$ cat src/rtl/pipo_arb_pkg.sv
// Shared parameters and helpers for the round-robin PIPO write arbiter.
package pipo_arb_pkg;

  localparam int N_DEF    = 16;
  localparam int M_DEF    = 4;
  localparam int ONEHOT_W = 32;

  // Callers truncate the result to their own requester count.
  function automatic logic [ONEHOT_W-1:0] onehot(input int unsigned idx);
    logic [ONEHOT_W-1:0] v;
    v = {{(ONEHOT_W-1){1'b0}}, 1'b1} << idx;
    return v;
  endfunction

endpackage

$ cat src/rtl/pipo_rr_pick.sv
// Combinational round-robin picker: first set request at or after ptr, circularly.
module pipo_rr_pick
  import pipo_arb_pkg::*;
#(
  parameter int M = M_DEF,
  localparam int IDW = $clog2(M)
) (
  input  logic [M-1:0]   req,
  input  logic [IDW-1:0] ptr,
  output logic [IDW-1:0] winner,
  output logic           any
);

  logic [2*M-1:0] dbl_s;
  logic [2*M-1:0] one_s;
  logic [2*M-1:0] low_mask_s;
  logic [2*M-1:0] masked_s;

  // Doubling the vector turns the circular scan into a linear one above ptr.
  assign dbl_s      = {req, req};
  assign one_s      = {{(2*M-1){1'b0}}, 1'b1};
  assign low_mask_s = (one_s << ptr) - one_s;
  assign masked_s   = dbl_s & ~low_mask_s;
  assign any        = |req;

  // Lowest set bit of the masked vector wins; its low IDW bits give the index mod M.
  always_comb begin
    winner = {IDW{1'b0}};
    for (int i = 2*M-1; i >= 0; i--) begin
      if (masked_s[i]) begin
        winner = IDW'(i);
      end else begin
        winner = winner;
      end
    end
  end

endmodule

$ cat src/rtl/pipo_arbiter.sv
// Round-robin write arbiter feeding one shared PIPO register with a valid/ready output.
module pipo_arbiter
  import pipo_arb_pkg::*;
#(
  parameter int N = N_DEF,
  parameter int M = M_DEF,
  localparam int IDW = $clog2(M)
) (
  input  logic           clk,
  input  logic           reset_ah_in,
  input  logic           en_in,
  input  logic [M-1:0]   req_in,
  input  logic [M*N-1:0] d_in,
  output logic [M-1:0]   ack_out,
  output logic [N-1:0]   q_out,
  output logic           q_valid_out,
  output logic [IDW-1:0] q_src_out,
  input  logic           q_ready_in
);

  logic [IDW-1:0] ptr_r;
  logic [IDW-1:0] winner_s;
  logic           any_s;
  logic           load_s;
  logic [N-1:0]   word_s;

  pipo_rr_pick #(.M(M)) u_pick (
    .req    (req_in),
    .ptr    (ptr_r),
    .winner (winner_s),
    .any    (any_s)
  );

  // A load may overwrite a word that is being accepted in the same edge.
  assign load_s = en_in && any_s && (!q_valid_out || q_ready_in);

  // Select the winning requester's word.
  always_comb begin
    word_s = {N{1'b0}};
    for (int i = 0; i < M; i++) begin
      if (winner_s == IDW'(i)) begin
        word_s = d_in[i*N +: N];
      end else begin
        word_s = word_s;
      end
    end
  end

  // Pointer, output register, source index and ack pulse.
  always_ff @(posedge clk) begin
    if (reset_ah_in) begin
      ptr_r       <= {IDW{1'b0}};
      q_out       <= {N{1'b0}};
      q_valid_out <= 1'b0;
      q_src_out   <= {IDW{1'b0}};
      ack_out     <= {M{1'b0}};
    end else if (load_s) begin
      ptr_r       <= winner_s + {{(IDW-1){1'b0}}, 1'b1};
      q_out       <= word_s;
      q_valid_out <= 1'b1;
      q_src_out   <= winner_s;
      ack_out     <= M'(onehot(int'(winner_s)));
    end else begin
      ack_out <= {M{1'b0}};
      if (q_valid_out && q_ready_in) begin
        q_valid_out <= 1'b0;
      end else begin
        q_valid_out <= q_valid_out;
      end
    end
  end

endmodule

$ cat config.mk
export PLATFORM = sky130hd
export DESIGN_NAME = pipo_arbiter
export DESIGN_NICKNAME = d
export VERILOG_FILES = /design/src/rtl/pipo_arb_pkg.sv /design/src/rtl/pipo_rr_pick.sv /design/src/rtl/pipo_arbiter.sv
export SDC_FILE = /design/constraint.sdc
export NUM_CORES = 1
export LEC_CHECK = 0
export CAP_MARGIN = 10
export CORE_UTILIZATION = 35
export DETAILED_ROUTE_END_ITERATION = 10
export PLACE_DENSITY = 0.82
export SKIP_CTS_REPAIR_TIMING = 1
export SKIP_LAST_GASP = 1
export SLEW_MARGIN = 40
export SYNTH_ARGS = -nofsm -noshare
export SYNTH_HDL_FRONTEND = slang
export SYNTH_HIERARCHICAL = 1
export SYNTH_SLANG_ARGS = --single-unit
export TNS_END_PERCENT = 50
$ cat constraint.sdc
create_clock -name clk -period 2.3 [get_ports clk]
set_input_delay 0.46 -clock clk [delete_from_list [all_inputs] [get_ports clk]]
set_output_delay 0.46 -clock clk [all_outputs]
set_load 0.1 [all_outputs]
==> summary.md, run 1 <==
| Metric | Value |
|---|---|
| Status | finished with violations |
| Failing checks | design-rule violations, negative setup slack |
| Final worst-path setup slack | -309 ps |
| P_leak | 1.14 nW |
| Gr usage total | 0.223 |
| DR DRC count | 4 |
| Slew @ Worst Pin | 613 ps |
| Placeable Area | 4470 um^2 |
| Post-DP Area | approximately 2800 um^2 |
| Worst-path clk slew | roughly 100 ps |
| Largest net degree at the start of global routing | 33 |
| Top cells by area, synth | dfxtp_1 30%, a311oi_2 13%, a21oi_1 11%, a221o_1 9.6%, nand3b_1 7.2% |
| Max frequency | between 300 and 400 MHz |
| Max FO, Critical Path | 10 |
| Slowest CP cell | dfxtp_2 |
| Die area | roughly 5100 um^2 |
| Fin. Hold Viols | 0 |
| Post-place setup slack | -602 ps |
| Hold Path Class | flip-flop to flip-flop |
| Setup_tns | -4400 ps |
| Synth top area share | 0.299 |
| CP required | approximately 2500 ps |
| Min Tclk post-route | 2610 ps |
| Synth warn | 6 |
| Vias/cell | between 5 and 6 |
| Setup Skew | 9.03 ps |
| WP buf/inv | 2 |
| Final wirelength | 6.07 mm |
| Finished Cell Area | 2950 um^2 |
| Layout cells sized above 1 | 0.329 |
| Slowest stage delay, CP | 350 ps |
| CP cell instances | or2_4, ha_4, nor2b_4, o211ai_1, a31oi_4, buf_6, ha_4, buf_4, nand3b_1, a221o_1, a311oi_2 |
| # H-tree levels | 1 |
| Vias | 1995 |
| Initial antenna violation count | 0 |
| CP Class | flip-flop to flip-flop |
| Avg Inst Size Synth | 8.32 um^2 |
| Placed cells | about 350 |
| Post-DRT Antenna Nets | 0 |
| Critical path data arrival time | 2800 ps |
| Post-layout nets | roughly 390 |
| Die Y | ~70 um |
| Layout Utilization | 0.659 |
| CTS Buf Count | 3 |
| #FFs+latches synth | 25 |
| DRT iter0 DRCs | 136 |
| Max Cap Viol | 0 |
| Pwr Total | between 2 and 2.5 mW |
| 1st-pass router iterations | 8 |
| Grt total ovfl | 0 |
| RSZ-0062 raised after global routing | yes |
| Count of cell types in the netlist | 29 |
| Number of global-route vias before repair | 1839 |
| Initial Util | 0.374 |
| PwrDens | 712 nW/um^2 |
| Max-slew violations | 0 |
| Clock Sinks | 25 |
| First-pass GRT wire length | 8.84 mm |
| Final worst path period share | 1.13 |
| Synthesized Nets | 278 |
| Clk root buf | clkbuf_8 |
| Hold slack | between 400 and 500 ps |
| Crit-path most repeated cell | ha_4 |
| Skew-Pair Late Insertion Delay | 280 ps |
| Final Non-Filler Cells | 359 |
| Post-detail-place hpwl | between 4 and 5 mm |
| Final GP Congestion | between 0.9 and 1 |
| Port Buf Inserts | 94 |
| Cell accounting for the most synthesized area | dfxtp_1 |
| Endpoints failing setup | 16 |
| Mapped Area | between 1500 and 2000 um^2 |
| Row cnt | 24 |
| CP endpoint kind | flip-flop |
| Kind of cell adding the most delay to the critical path | compound AO/OA/AOI/OAI gates |
| Startpoint types | flip-flop |
| Drt wl/cell | 16.9 um |
| CTS tree | done |
| Max clock buf depth | 2 |
| Post-Syn Instances | 201 |
| Worst vdd ir | between 200 and 300 uV |
| Worst slew margin | 0.590 |
| Chip width | around 71 um |
| Seq/Total Area, Yosys | 0.299 |
| # diodes | 0 |
| Top Ports | 95 |
| Area delta synth->final | 76.3% |
==> layer usage <==
metal / routed length (um) / vias up / GRT usage
met5: 0 / - / 0
met4: 143 / 0 / 0.0800
met3: 312 / 12 / 0.0299
met2: 3010 / 80 / 0.368
met1: 2600 / 941 / 0.299
li1: - / 962 / -
==> layout make-up <==
type                       count  area, um^2
fill                         355        1530
timing repair buffer         121        1150
multi-input combinational    137        1110
sequential                    25         503
inverter                      20        75.1
tap                           52        65.1
clock buffer                   3        41.3
clock inverter                 1        5.00
==> layout by cell type, fill, tap and decap left out, types with 2 or more instances in the layout <==
master,netlist,layout
nand3_1,3,3
clkdlybuf4s50_1,0,71
a311oi_2,15,15
inv_1,5,3
a221o_1,16,16
nand2_1,20,19
a31oi_4,0,2
a21oi_1,37,37
buf_4,5,43
dfxtp_1,25,23
o21ai_0,5,3
ha_4,0,4
nand3b_1,16,16
nor4_1,4,4
nand2b_1,2,2
buf_6,0,3
clkbuf_8,0,3
dfxtp_2,0,2
inv_2,15,17
o21ai_2,0,2
buf_12,0,3
==> worst reg2reg max path: cells and delay by family, from the launching register on <==
family / cells / cell delay, ps
AOI/OAI and AO/OA: 4 / 1020
and+or+nand+nor: 3 / 520
buffers and inverters: 2 / 300
adders and majority gates: 2 / 340
DFF: 1 / 350
==> synth_stat cells <==
| library cell | number |
|---|---|
| nand2b_1 | 2 |
| or4_1 | 1 |
| o211ai_1 | 1 |
| a211oi_1 | 1 |
| nor2_2 | 1 |
| nor2b_1 | 2 |
| a31oi_1 | 2 |
| a311oi_2 | 15 |
| and2_1 | 1 |
| a21oi_1 | 37 |
| a221o_1 | 16 |
| a21bo_2 | 1 |
| nand2_1 | 20 |
| inv_1 | 5 |
| dfxtp_1 | 25 |
| a311oi_1 | 1 |
| nor4_1 | 4 |
| o21ai_0 | 5 |
| and2b_1 | 1 |
| inv_2 | 15 |
| buf_2 | 4 |
| clkbuf_1 | 8 |
| ha_1 | 5 |
| nand3b_1 | 16 |
| nor2_1 | 1 |
| buf_1 | 2 |
| nand3_1 | 3 |
| buf_4 | 5 |
| or2_1 | 1 |
==> cell families after synthesis <==
group                    share of synthesized area
adder cells (fa/ha/maj)                     0.0374
AO/OA/AOI/OAI                                0.384
flip-flops                                   0.299
AND/OR/NAND/NOR                              0.178
buffers and inverters                        0.102
==> worst paths after layout <==
kind | slack (ps) | cells past startpoint | startpoint | end
min reg2reg | 480 | 2 | q_src_out[0] | q_src_out[0]
max reg2reg | -310 | 11 | ptr_r[1] | q_out[9]
max | -310 | 11 | ptr_r[1] | q_out[9]
min | 480 | 2 | q_src_out[0] | q_src_out[0]
==> state kept, by name, indices dropped and copies added, names as in the netlist <==
signal / flops
q_out: 16
q_src_out: 2
ack_out: 4
q_valid_out: 1
ptr_r: 2
==> power by group <==
group          internal [mW]  switching [mW]  leakage, nW
registers              0.483          0.0300        0.207
clock network          0.122           0.150       0.0255
logic                  0.555           0.758        0.909
Note: power is estimated with default switching activity, not from simulation.
==> inputs of run 2 (changes only) <==
Settings changed: SLEW_MARGIN 40 to not set.
Clock period 2.3 ns to 2.2 ns, I/O delays scaled along.
==> summary.md, run 2 (synthesis results as in run 1) <==
| Metric | Value |
|---|---|
| Status | finished with violations |
| Failing checks | design-rule violations, negative setup slack |
| Hold depth | 2 (unchanged) |
| M3 GR Usage | 0.0157 (-0.0142) |
| Vias/cell | 5.38 (-3.1%) |
| Layout Utilization | 0.648 (-0.0109) |
| Hold slack | 489 ps (+5.51 ps) |
| Post-detail-place hpwl | 4.13 mm (-1.6%) |
| Largest net degree at the start of global routing | 33 (unchanged) |
| Placed cells | 352 (+1.4%) |
| Fill cells | 369 (+3.9%) |
| Die Y | 71.1 um (unchanged) |
| Placeable Area | 4470 um^2 (unchanged) |
| Vias | 1917 (-3.9%) |
| CP required | 2380 ps (-110 ps) |
| CP cell instances | or2_4, ha_4, nor2b_4, o211ai_1, a31oi_4, buf_12, ha_4, nand3b_1, a221o_1, a311oi_2 |
| Row cnt | 24 (unchanged) |
| Max clock buf depth | 2 (unchanged) |
| Reg area | 503 um^2 (unchanged) |
| Slew @ Worst Pin | 1070 ps (+460 ps) |
| Critical path data arrival time | 2700 ps (-100 ps) |
| 1st-pass router iterations | 8 (unchanged) |
| Most frequent cells in the layout | 71 x clkdlybuf4s50_1, 42 x buf_4, 37 x a21oi_1, 23 x dfxtp_1, 19 x nand2_1 |
| Gr usage total | 0.215 (-0.00830) |
| Fin. Hold Viols | 0 (unchanged) |
| Max FO, Critical Path | 32 (+22) |
| Clock group share of total power | 0.128 (-0.002) |
| Max-slew violations | 0 (unchanged) |
| Clock Sinks | 25 (unchanged) |
| DR DRC count | 4 (unchanged) |
| Drt wl/cell | 15.2 um (-10%) |
| # H-tree levels | 1 (unchanged) |
| CP endpoint kind | flip-flop |
| Die area | 5060 um^2 (unchanged) |
| Slowest CP cell | a221o_1 |
| Psw | 0.935 mW (-0.42%) |
| Worst r2r path cells | 10 (-1) |
| Slowest stage delay, CP | 340 ps (about the same) |
| Final Non-Filler Cells | 356 (-0.84%) |
| DRT iter0 DRCs | 130 (-4.4%) |
| Clk root buf | clkbuf_8 |
| Port Buf Inserts | 94 (unchanged) |
| Max frequency | 396 MHz (+3.4%) |
| Top Registers | q_out x16, ack_out x4 |
| Commonest non-fill, non-tap cell in the layout | clkdlybuf4s50_1 |
| Final GP Congestion | 0.893 (-3.5%) |
| Setup Skew | 1.31 ps (-7.72 ps) |
| Hold Path Class | flip-flop to flip-flop |
| Kind of cell adding the most delay to the critical path | compound AO/OA/AOI/OAI gates |
| Post-layout nets | 382 (-0.78%) |
| Grt total ovfl | 0 (unchanged) |
| Startpoint types | flip-flop |
| Flop pwr share | 0.253 (+0.009) |
| Setup_tns | -4650 ps (-246 ps) |
| PwrDens | 731 nW/um^2 (+2.7%) |
| Int Power | 1.18 mW (+2.2%) |
| First-pass GRT wire length | 8.74 mm (-1.1%) |
| Crit-path most repeated cell | ha_4 |
| Busiest grt layer | met2 |
| P_leak | 1.12 nW (-1.9%) |
| Chip width | 71.1 um (unchanged) |
| Min Tclk post-route | 2520 ps (-86.0 ps) |
| CTS Buf Count | 3 (unchanged) |
| Number of global-route vias before repair | 1806 (-1.8%) |
| Initial Util | 0.374 (unchanged) |
| Max reg flops | 16 (unchanged) |
| Final wirelength | 5.41 mm (-11%) |
| Logic pwr share | 0.620 (-0.006) |
| Post-DRT Antenna Nets | 0 (unchanged) |
| Final worst path period share | 1.15 (+0.0125) |
| Worst slew margin | 0.284 (-0.307) |
| Max Cap Viol | 0 (unchanged) |
| Area delta synth->final | 73.4% |
| WP buf/inv | 1 (-1) |
| Skew-Pair Late Insertion Delay | 260 ps (-20 ps) |
| Top Ports | 95 (unchanged) |
| Initial antenna violation count | 0 (unchanged) |
| CTS tree | done |
| Final worst-path setup slack | -323 ps (-14.0 ps) |
| # diodes | 0 (unchanged) |
| Layout cells sized above 1 | 0.313 (-0.0165) |
| RSZ-0062 raised after global routing | yes |
| Largest register by flop count | q_out |
| GR Util met2 | 0.341 (-0.0267) |
| Worst-path clk slew | 90 ps (about the same) |
| Critical Path Stages | 10 (-1) |
| Endpoints failing setup | 16 (unchanged) |
| Worst vdd ir | 325 uV (+25%) |
| CP Class | flip-flop to flip-flop |
| Met1 Use GR | 0.313 (+0.0141) |
| Fraction of power spent switching nets | 0.441 (-0.00633) |
| Area of the multi-input gates | 1090 um^2 (-1.9%) |
-- run 2: cell count changes in the layout (fill, tap and decap cells not counted), sizes merged --
cell / delta
buf: -2
clkinv: -1
-- run 2: cell type report --
cell class | count | share of cell area
clock buffers | 4 | 0.0155
inverters | 20 | 0.0259
multi-input cells | 137 | 0.374
flip-flops and latches | 25 | 0.173
well taps | 52 | 0.0224
repair buffers | 118 | 0.388
-- run 2: stage by stage --
step | instance area (um^2) | power [mW] | worst slack, ps
2_1_floorplan | 1770 | 1.43 | -211
3_3_place_gp | 2850 | 1.83 | -473
3_5_place_dp | 2850 | 1.85 | -534
4_1_cts | 2890 | 2.11 | -323
5_1_grt | 2900 | 2.22 | -412
6_report | 2900 | 2.12 | -323
-- run 2: worst paths after layout --
| path | start | end | slack (ps) |
|---|---|---|---|
| worst min register to register | q_src_out[0] | q_src_out[0] | 490 |
| worst max-delay path | ptr_r[0] | q_out[4] | -320 |
| worst max register to register | ptr_r[0] | q_out[4] | -320 |
| worst min-delay path | q_src_out[0] | q_src_out[0] | 490 |
-- run 2: metal layers --
layer	up-vias	part of all wire
li1	950	-
met1	898	0.48
met2	61	0.47
met3	8	0.039
met4	0	0.015
met5	-	0
-- run 2: power groups by stage --
stage / registers, mW / logic [mW] / clock network (mW)
after global routing: 0.541 / 1.38 / 0.293
after CTS: 0.535 / 1.31 / 0.275
after detailed placement: 0.545 / 1.30 / 0
after global placement: 0.543 / 1.29 / 0
final: 0.536 / 1.31 / 0.270
after floorplan: 0.873 / 0.555 / 0
-- run 2: worst reg2reg max path: stages, from the launching register on --
cell and delay (ps):
dfxtp_2 330, or2_4 260, ha_4 150, nor2b_4 120, o211ai_1 250, a31oi_4 160, buf_12 160, ha_4 240
nand3b_1 200, a221o_1 340, a311oi_2 240
